--- src/rtl/rv32i_types.sv ---
// Shared retirement-side types: architectural register count and commit/free lane records.
package rv32i_types;
    localparam int NUM_ARCH_REGS  = 32;
    localparam int ARCH_W         = 5;
    localparam int DEFAULT_PREG_W = 6;

    typedef struct packed {
        logic                      valid;
        logic [ARCH_W-1:0]         rd;
        logic [DEFAULT_PREG_W-1:0] pd;
        logic                      we;
    } commit_lane_t;

    typedef struct packed {
        logic                      valid;
        logic [DEFAULT_PREG_W-1:0] preg;
    } free_lane_t;
endpackage

--- src/rtl/free_return_queue.sv ---
// Multi-push/multi-pop circular buffer of freed pregs; pushes visible one cycle after write.
// Backpressure: pop_rdy=0 holds head and outputs; caller must only push when SS slots are free.
module free_return_queue #(
    parameter int SS    = 2,
    parameter int DEPTH = 16,
    parameter int WIDTH = 6,
    localparam int IDX_W = $clog2(DEPTH),
    localparam int OCC_W = $clog2(DEPTH + 1)
) (
    input  logic                       clk,
    input  logic                       rst,
    input  logic [SS-1:0]              push_vld,
    input  logic [SS-1:0][WIDTH-1:0]   push_dat,
    input  logic                       pop_rdy,
    output logic [SS-1:0]              out_vld,
    output logic [SS-1:0][WIDTH-1:0]   out_dat,
    output logic [OCC_W-1:0]           occupancy
);
    logic [WIDTH-1:0] mem [DEPTH];
    logic [IDX_W-1:0] head, tail;
    logic [OCC_W-1:0] push_cnt, pop_cnt;

    // Offsets never exceed DEPTH, so one conditional subtract is enough for the wrap.
    function automatic logic [IDX_W-1:0] wrap_add(input logic [IDX_W-1:0] base, input int off);
        int s;
        s = int'(base) + off;
        if (s >= DEPTH) s = s - DEPTH;
        return IDX_W'(s);
    endfunction

    always_comb begin
        push_cnt = '0;
        for (int k = 0; k < SS; k++) begin
            if (push_vld[k]) push_cnt = push_cnt + OCC_W'(1);
        end
        pop_cnt = '0;
        if (pop_rdy) pop_cnt = (occupancy >= OCC_W'(SS)) ? OCC_W'(SS) : occupancy;
        for (int k = 0; k < SS; k++) begin
            out_vld[k] = occupancy > OCC_W'(k);
            out_dat[k] = mem[wrap_add(head, k)];
        end
    end

    always_ff @(posedge clk) begin
        for (int k = 0; k < SS; k++) begin
            if (!rst && push_vld[k]) mem[wrap_add(tail, k)] <= push_dat[k];
        end
    end

    always_ff @(posedge clk) begin
        if (rst) begin
            head      <= '0;
            tail      <= '0;
            occupancy <= '0;
        end else begin
            head      <= wrap_add(head, int'(pop_cnt));
            tail      <= wrap_add(tail, int'(push_cnt));
            occupancy <= occupancy + push_cnt - pop_cnt;
        end
    end
endmodule

--- src/rtl/rrat_commit.sv ---
// Retirement RAT: applies commit bundles to the committed map and queues displaced pregs.
// Map visible one cycle after accept; commit_ready drops when fewer than SS queue slots remain.
module rrat_commit
    import rv32i_types::*;
#(
    parameter int SS           = 2,
    parameter int NUM_PREGS    = 64,
    parameter int FREE_Q_DEPTH = 16,
    localparam int PREG_W = $clog2(NUM_PREGS),
    localparam int OCC_W  = $clog2(FREE_Q_DEPTH + 1)
) (
    input  logic                                  clk,
    input  logic                                  rst,
    input  logic [SS-1:0]                         commit_valid,
    input  logic [SS-1:0][4:0]                    commit_rd,
    input  logic [SS-1:0][PREG_W-1:0]             commit_pd,
    input  logic [SS-1:0]                         commit_we,
    output logic                                  commit_ready,
    output logic [SS-1:0]                         free_valid,
    output logic [SS-1:0][PREG_W-1:0]             free_preg,
    input  logic                                  free_ready,
    output logic [NUM_ARCH_REGS-1:0][PREG_W-1:0]  rrat_map
);
    logic [NUM_ARCH_REGS-1:0][PREG_W-1:0] map_q, map_d;
    logic [SS-1:0]                        eff;
    logic [SS-1:0][PREG_W-1:0]            old_pd;
    logic [SS-1:0]                        push_vld;
    logic [SS-1:0][PREG_W-1:0]            push_dat;
    logic [OCC_W-1:0]                     occ;
    logic                                 accept;

    assign commit_ready = (FREE_Q_DEPTH - int'(occ)) >= SS;
    assign accept       = commit_valid[0] && commit_ready;

    always_comb begin
        logic live;
        int   cnt;
        map_d    = map_q;
        eff      = '0;
        old_pd   = '0;
        push_vld = '0;
        push_dat = '0;
        live     = accept;
        cnt      = 0;
        // Walking map_d lane by lane gives the intra-bundle bypass and last-writer-wins.
        for (int i = 0; i < SS; i++) begin
            live = live && commit_valid[i];
            if (live && commit_we[i] && commit_rd[i] != '0) begin
                eff[i]               = 1'b1;
                old_pd[i]            = map_d[commit_rd[i]];
                map_d[commit_rd[i]]  = commit_pd[i];
            end
        end
        for (int i = 0; i < SS; i++) begin
            if (eff[i]) begin
                for (int j = 0; j < SS; j++) begin
                    if (j == cnt) begin
                        push_vld[j] = 1'b1;
                        push_dat[j] = old_pd[i];
                    end
                end
                cnt = cnt + 1;
            end
        end
    end

    always_ff @(posedge clk) begin
        if (rst) begin
            for (int i = 0; i < NUM_ARCH_REGS; i++) map_q[i] <= PREG_W'(i);
        end else begin
            map_q <= map_d;
        end
    end

    assign rrat_map = map_q;

    free_return_queue #(
        .SS    (SS),
        .DEPTH (FREE_Q_DEPTH),
        .WIDTH (PREG_W)
    ) u_frq (
        .clk       (clk),
        .rst       (rst),
        .push_vld  (push_vld),
        .push_dat  (push_dat),
        .pop_rdy   (free_ready),
        .out_vld   (free_valid),
        .out_dat   (free_preg),
        .occupancy (occ)
    );
endmodule

--- config.mk ---
export PLATFORM = sky130hd
export DESIGN_NAME = rrat_commit
export DESIGN_NICKNAME = d
export VERILOG_FILES = /design/src/rtl/rv32i_types.sv /design/src/rtl/free_return_queue.sv /design/src/rtl/rrat_commit.sv
export SDC_FILE = /design/constraint.sdc
export NUM_CORES = 1
export LEC_CHECK = 0
export BUFFER_PORTS_ARGS = -buffer_cell sky130_fd_sc_hd__buf_2
export CAP_MARGIN = 15
export CORE_MARGIN = 5
export CORE_UTILIZATION = 47
export DETAILED_ROUTE_END_ITERATION = 10
export MAX_ROUTING_LAYER = met4
export PLACE_DENSITY = 0.69
export SETUP_SLACK_MARGIN = 0.2
export SYNTH_ARGS = -nofsm -noshare
export SYNTH_HDL_FRONTEND = slang
export SYNTH_HIERARCHICAL = 1
export SYNTH_SLANG_ARGS = --single-unit
--- constraint.sdc ---
create_clock -name clk -period 3.8 [get_ports clk]
set_input_delay 0.19 -clock clk [delete_from_list [all_inputs] [get_ports clk]]
set_output_delay 0.19 -clock clk [all_outputs]
set_load 0.01 [all_outputs]
==> reports/qor.yml, run 1 <==
status:
  status: "finished with violations"
  violations: "negative setup slack"
logic_synthesis:
  synthDistinctLibCells: 85
  synthArstFlopShare_pct: 0
  synth_area_um2: 19420
  synthFlopType: "dfxtp_1"
  synth_warnings: 6
  ys_ff_latch: 301
  syn_nets: 2037
  synth_area_per_cell_um2: 9.772
  yosysSeqAreaShare_pct: 35.98
  synthCells: 1987
  synth_edf_count: 96
clock_tree:
  cts_buffers: 35
  path_clk_slew_ns: 0.06
  insertion_delay_ns: 0.57
  cts.htree.levels: 2
  clock_tree.root_cell: "clkbuf_16"
  cts_tree: "built"
  clk_path_buf_depth: 3
  clock-sinks: 301
cells_and_area:
  fill_cells: 3488
  drive_gt1_share_pct: 36.95
  finalNetCount: 2430
  multiInputGateArea_um2: 12100
  post-route-util_pct: 59.97
  area_delta_synth_final_pct: 26.12
  seq_area_um2: 6995
  layout_common_cells: "buf_4, buf_2, dfxtp_1, nand2_1, nor2_1"
  final_common_cell: "buf_4"
sta:
  timing.slew.headroom_pct: 25.68
  setup_ws_ns: -0.2466
  rsz0062_at_grt: "yes"
  drv_slew: 0
  period_needed_ns: 4.047
  skew_ns: 0.01877
  holdWs_ns: 0.1178
  hold_viol: 0
  worst_slew_pin_slew_ns: 1.115
  finalSetupViolCount: 97
  finalCritPeriodShare_pct: 106.5
  fmax_mhz: 247.1
drt:
  viasPerCell: 6.612
  vias: 19460
  drtAntennaViolNets: 0
  firstDrtPassIters: 5
  drt-total-wl_mm: 91.02
  drt_first_iter_violations: 2646
  routedWlPerCell_um: 30.93
  drc: 0
hold_path:
  hp-class: "in2reg"
  hp-start: "free_ready"
  hold_end: "u_frq/head[1]$_SDFF_PP0_"
  min_delay_path_depth: 4
global_route:
  track_usage_pct: 40.20
  grt_pass1_wl_mm: 130.4
  grt_max_degree: 117
  antenna_found_initial: 6
  overflow: 0
  first_global_vias: 18860
place:
  portBuffers: 235
  gp_congestion: 1.101
  dp_hpwl_mm: 67.27
worst_setup_path:
  critPathSlowestCell: "dfxtp_4"
  crit_buf_inv: 5
  crit_chain: "inv_2, ha_1, or2_4, o41ai_4, buf_12, or4_1, buf_4, mux2i_1, nand2b_1, o221ai_1, nor4_2, buf_4, and3_1, o21ai_1, buf_12, mux2_2"
  path_delay_family: "simple AND/OR/NAND/NOR gates"
  crit_path_max_incr_delay_ns: 0.37
  r2r_cells: 16
  start_kind: "flop"
  rrSetupSlack_ns: -0.25
  crit_fanout: 16
  rr_endpoint: "u_frq/mem[10][1]$_DFFE_PP_"
  critical_path_class: "reg2reg"
  required_ns: 4.11
  end_kind: "flop"
  crit_arrival_ns: 4.36
  r2r_start: "u_frq/occupancy[0]$_SDFF_PP0_"
floorplan:
  rows: 74
  design.core.area_um2: 40830
  io_pins: 236
  dieWidth_um: 213.3
  die_height_um: 213.3
  die_area_um2: 45480
  initial_core_util_pct: 47.55
power_and_ir_drop:
  powerDensity_nw_per_um2: 417.6
  design_power_total_w: 0.01023
  p_leak_nw: 9.544
  irDropWorstVdd_v: 0.0003300
flow_run:
  cap_violations: 0
## worst min-delay path: stages
cell and delay (ns):
buf_2 0.13, nand2_1 0.11, fa_1 0.17, nor2_1 0.04
## area by class of cell
type	count	area share, %
Antenna cell	5	0.05109
Clock buffer	53	3.975
Clock inverter	10	0.3474
Inverter	27	0.4139
Multi-Input combinational cell	1488	49.41
Sequential cell	301	28.57
Tap cell	532	2.718
Timing Repair Buffer	527	14.52
## kinds of logic (layout without fill, tap and decap cells)
family                     after synthesis  after routing  share of synthesized area, %
other                                    0              5                             0
buffers and inverters                  198            617                         4.240
xor gates and xnor gates                11             11                        0.6702
and+or+nand+nor                        663            663                         17.12
DFF                                    301            301                         35.98
AOI/OAI and AO/OA                      406            406                         14.02
muxes                                  387            387                         26.47
adders and majority gates               21             21                         1.508
## power by group
part	switching (W)	internal (W)	leakage, nW
sequential	0.000115	0.00345	2.54
clock	0.00145	0.00179	0.517
combinational	0.00194	0.00148	6.48
## layer usage
| layer | wire length [µm] | global-route usage, % |
|---|---|---|
| met1 | 34360 | 50.67 |
| met2 | 40610 | 61.32 |
| met3 | 9889 | 8.875 |
| met4 | 6166 | 20.18 |
| met5 | 0 | - |
## metrics by stage
| step | std cells | setup slack [ns] | instance area [µm²] | TNS [ns] |
|---|---|---|---|---|
| floorplan | 1987 | 0.04548 | 19630 | 0 |
| global placement | 2867 | -1.033 | 22980 | -50.49 |
| detailed placement | 2867 | -1.043 | 22980 | -52.98 |
| CTS | 2938 | -0.1770 | 24380 | -13.50 |
| global route | 2943 | -0.3281 | 24490 | -27.66 |
| finish | 2943 | -0.2466 | 24490 | -18.65 |
## repair_timing
action | CTS | global route
setup endpoints to repair | 100 | 100
buffers inserted | 8 | 0
pin swaps | 9 | 2
gates resized for setup | 64 | 19
hold buffers | 0 | 0
## synth_stat cells, drive strengths merged (24+ instances only)
cell / count / area [µm²]
dfxtp: 205 / 4104
nand2: 203 / 762.0
nor2: 186 / 698.2
mux2i: 162 / 1622
mux2: 139 / 1569
clkbuf: 138 / 519.2
edfxtp: 96 / 2883
a211oi: 90 / 675.7
mux4: 86 / 1948
o21ai: 83 / 415.4
nand2b: 76 / 475.5
a21oi: 65 / 325.3
o22ai: 61 / 381.6
nand3: 35 / 175.2
nor3: 34 / 185.2
buf: 33 / 202.7
nor2b: 27 / 168.9
inv: 25 / 93.84
nor4: 24 / 284.0
## worst max path at each step
stage | from | endpoint | cells after the start
final | u_frq/occupancy[0]$_SDFF_PP0_ | u_frq/mem[10][1]$_DFFE_PP_ | 16
after global routing | u_frq/occupancy[1]$_SDFF_PP0_ | u_frq/mem[6][5]$_DFFE_PP_ | 16
after CTS | u_frq/occupancy[0]$_SDFF_PP0_ | u_frq/mem[10][1]$_DFFE_PP_ | 17
after detailed placement | u_frq/occupancy[1]$_SDFF_PP0_ | u_frq/mem[12][4]$_DFFE_PP_ | 14
after global placement | u_frq/occupancy[1]$_SDFF_PP0_ | u_frq/mem[10][4]$_DFFE_PP_ | 14
after floorplan | u_frq/occupancy[0]$_SDFF_PP0_ | u_frq/mem[10][5]$_DFFE_PP_ | 15
## flip-flops by register name, summed over array words and instances, names as in the netlist
name             count
rrat_map           192
u_frq/mem           96
u_frq/occupancy      5
u_frq/head           4
u_frq/tail           4
Power figures use the tool's default switching activity.
==> run 2, diff against run 1 <==
Settings changed: SYNTH_HIERARCHICAL 1 to not set.
==> reports/qor.yml, run 2 <==
sta:
  finalSetupViolCount: 18  # -81%
  fmax_mhz: 260.2  # +5.3%
  timing.slew.headroom_pct: 22.50  # -3.2 points
  rsz0062_at_grt: "yes"
  period_needed_ns: 3.844  # -0.2029 ns
  skew_ns: 0.01721  # -0.001560 ns
  hold_viol: 0  # unchanged
  worst_slew_pin_slew_ns: 1.162  # +0.04773 ns
  drv_slew: 0  # unchanged
  finalCritPeriodShare_pct: 101.2  # -5.3 points
  setup_ws_ns: -0.04373  # +0.2029 ns
floorplan:
  initial_core_util_pct: 47.63  # +0.077 points
  die_height_um: 216.6  # +1.6%
  dieWidth_um: 216.6  # +1.6%
  rows: 75  # +1.4%
  design.core.area_um2: 42130  # +3.2%
  die_area_um2: 46930  # +3.2%
  io_pins: 236  # unchanged
clock_tree:
  cts_hold_buf: 0  # unchanged
  clock_tree.root_cell: "clkbuf_16"
  cts.htree.levels: 2  # unchanged
  cts_tree: "built"
  cts_buffers: 37  # +5.7%
  clock-sinks: 301  # unchanged
  clk_path_buf_depth: 3  # unchanged
  path_clk_slew_ns: 0.06  # about the same
  insertion_delay_ns: 0.58  # about the same
drt:
  routedWlPerCell_um: 31.84  # +3.0%
  drt_first_iter_violations: 3411  # +29%
  wl_met3_mm: 12.10  # +22%
  drt-total-wl_mm: 99.42  # +9.2%
  met2_length_mm: 43.35  # +6.8%
  dr.max_layer_used: "met4"
  firstDrtPassIters: 5  # unchanged
  viasPerCell: 6.955  # +5.2%
  routedLengthMet1_mm: 35.82  # +4.2%
  drc: 0  # unchanged
  drtAntennaViolNets: 0  # unchanged
  vias: 21710  # +12%
global_route:
  first_global_vias: 20670  # +9.6%
  antenna_found_initial: 3  # -3
  overflow: 0  # unchanged
  grt_max_degree: 81  # -31%
  grt_pass1_wl_mm: 141.7  # +8.6%
  track_usage_pct: 41.58  # +1.4 points
flow_run:
  cap_violations: 0  # unchanged
logic_synthesis:
  yosysTopAreaCell: "dfxtp_1"
  synth_area_per_cell_um2: 9.278  # -5.1%
  yosysSeqAreaShare_pct: 34.82  # -1.2 points
  yosys-top-cells-area: "dfxtp_1, edfxtp_1, mux4_2, mux2i_1, nand2_1"
  syn_nets: 2218  # +8.9%
  ys_top_cells_by_count: "nand2_1, nor2_1, dfxtp_1, clkbuf_1, mux2i_1"
  synthFlopType: "dfxtp_1"
  ys_ff_latch: 301  # unchanged
  synthCells: 2163  # +8.9%
  synthArstFlopShare_pct: 0  # unchanged
  synth_edf_count: 96  # unchanged
  synth_area_um2: 20070  # +3.4%
  yosysMostFrequentCell: "nand2_1"
  synthDistinctLibCells: 90  # +5.9%
  yosysTopAreaCellShare_pct: 20.45  # -0.69 points
  synth_warnings: 0  # -6
worst_setup_path:
  cp.depth: 15  # -1
  end_kind: "flop"
  crit_chain: "buf_6, or4b_4, buf_8, buf_12, a211oi_4, buf_6, a21boi_0, o21ai_1, o2111ai_4, a2111oi_4, nand4_2, a22oi_4, buf_6, buf_16, a21oi_2"
  crit_fanout: 8  # -8
  rr_endpoint: "u_frq.mem[3][5]$_DFFE_PP_"
  path_delay_family: "compound AO/OA/AOI/OAI gates"
  cp_common_cell: "buf_6"
  critPathSlowestCell: "or4b_4"
  crit_path_max_incr_delay_ns: 0.58  # +0.21 ns
  required_ns: 4.13  # +0.02 ns
  critical_path_class: "reg2reg"
  start_kind: "flop"
  rrSetupSlack_ns: -0.04  # +0.20 ns
  r2r_start: "u_frq.occupancy[1]$_SDFF_PP0_"
  crit_buf_inv: 6  # +1
  crit_arrival_ns: 4.17  # -0.19 ns
  r2r_cells: 15  # -1
cells_and_area:
  stdcell_count: 3122  # +6.1%
  layout_common_cells: "buf_4, nand2_1, buf_2, nor2_1, dfxtp_1"
  drive_gt1_share_pct: 38.32  # +1.4 points
  post-route-util_pct: 62.36  # +2.4 points
  finalNetCount: 2606  # +7.2%
  area_delta_synth_final_pct: 30.92
  final_common_cell: "buf_4"
  largest_reg_flops: 192  # unchanged
  fill_cells: 3490  # +0.057%
place:
  dp_cells: 3001  # +4.7%
  post-place-ws_ns: -0.6461  # +0.3965 ns
  dp_hpwl_mm: 72.69  # +8.1%
  gp_congestion: 1.074  # -2.5%
  portBuffers: 235  # unchanged
power_and_ir_drop:
  powerDensity_nw_per_um2: 438.5  # +5.0%
  p_leak_nw: 10.16  # +6.4%
  irDropWorstVdd_v: 0.0003836  # +16%
  design_power_total_w: 0.01152  # +13%
hold_path:
  hold_end: "u_frq.occupancy[1]$_SDFF_PP0_"
  min_delay_path_depth: 2  # -2
  hp-start: "rst"
  hp-class: "in2reg"
status:
  status: "finished with violations"
  violations: "negative setup slack"
-- run 2: timing repair --
action | 4_1_cts | 5_1_grt
pin swaps | 26 | 65
gates cloned | 1 | 3
resized for setup | 76 | 186
buffers inserted | 26 | 20
endpoints found under the setup margin | 98 | 104
-- run 2: worst max path at each step --
| stage | start | end | slack, ns |
|---|---|---|---|
| 4_1_cts | u_frq.occupancy[0]$_SDFF_PP0_ | u_frq.mem[6][5]$_DFFE_PP_ | 0.03 |
| 6_report | u_frq.occupancy[1]$_SDFF_PP0_ | u_frq.mem[3][5]$_DFFE_PP_ | -0.04 |
| 3_5_place_dp | u_frq.occupancy[0]$_SDFF_PP0_ | u_frq.mem[5][3]$_DFFE_PP_ | -0.65 |
| 3_3_place_gp | u_frq.occupancy[0]$_SDFF_PP0_ | u_frq.mem[5][3]$_DFFE_PP_ | -0.62 |
| 2_1_floorplan | u_frq.occupancy[1]$_SDFF_PP0_ | u_frq.occupancy[3]$_SDFF_PP0_ | 0.18 |
| 5_1_grt | u_frq.occupancy[1]$_SDFF_PP0_ | u_frq.mem[6][5]$_DFFE_PP_ | -0.12 |
-- run 2: per-stage QoR --
step / hold slack (ns) / cell area, µm² / setup TNS [ns]
after floorplan: 0.3708 / 20160 / 0
after global placement: 0.5013 / 23320 / -30.82
after detailed placement: 0.5003 / 23320 / -28.30
after CTS: 0.01498 / 25100 / 0
after global routing: 0.04908 / 26270 / -2.344
final: 0.02329 / 26270 / -0.5774
-- run 2: worst reg2reg max path, delay by kind of cell (launching register included) --
kind | cells | cell delay [ns]
compound gates | 7 | 1.60
buf+inv | 6 | 0.91
simple gates | 2 | 0.75
flops | 1 | 0.35
-- run 2: area by class of cell --
class / instances / area [µm²] / area share, %
inverters: 25 / 100.1 / 0.3810
well taps: 539 / 674.4 / 2.567
flip-flops and latches: 301 / 6999 / 26.64
repair buffers: 572 / 4056 / 15.44
clock buffers: 53 / 1076 / 4.095
diodes: 5 / 12.51 / 0.04762
multi-input cells: 1614 / 13210 / 50.28
clock inverters: 13 / 143.9 / 0.5476
-- run 2: cells by family after synthesis --
kind of cell / Yosys count / synth area share (%)
multiplexers: 269 / 20.30
flip-flops: 301 / 34.82
adder cells (fa/ha/maj): 26 / 1.771
AO/OA/AOI/OAI: 565 / 19.91
AND/OR/NAND/NOR: 743 / 17.40
buffers and inverters: 248 / 5.324
XOR/XNOR: 11 / 0.4801
-- run 2: layer usage --
layer  vias to the layer above  GRT usage, %
li1                       8964             -
met3                       467         9.503
met2                      1730         62.31
met5                         -             -
met4                         0         24.93
met1                     10550         51.47
-- run 2: report_power, final --
part	total, W	leakage (nW)	switching [W]	internal (W)
Combinational	0.00430	7.00	0.00239	0.00190
Sequential	0.00359	2.55	0.000126	0.00346
Clock	0.00363	0.608	0.00152	0.00212
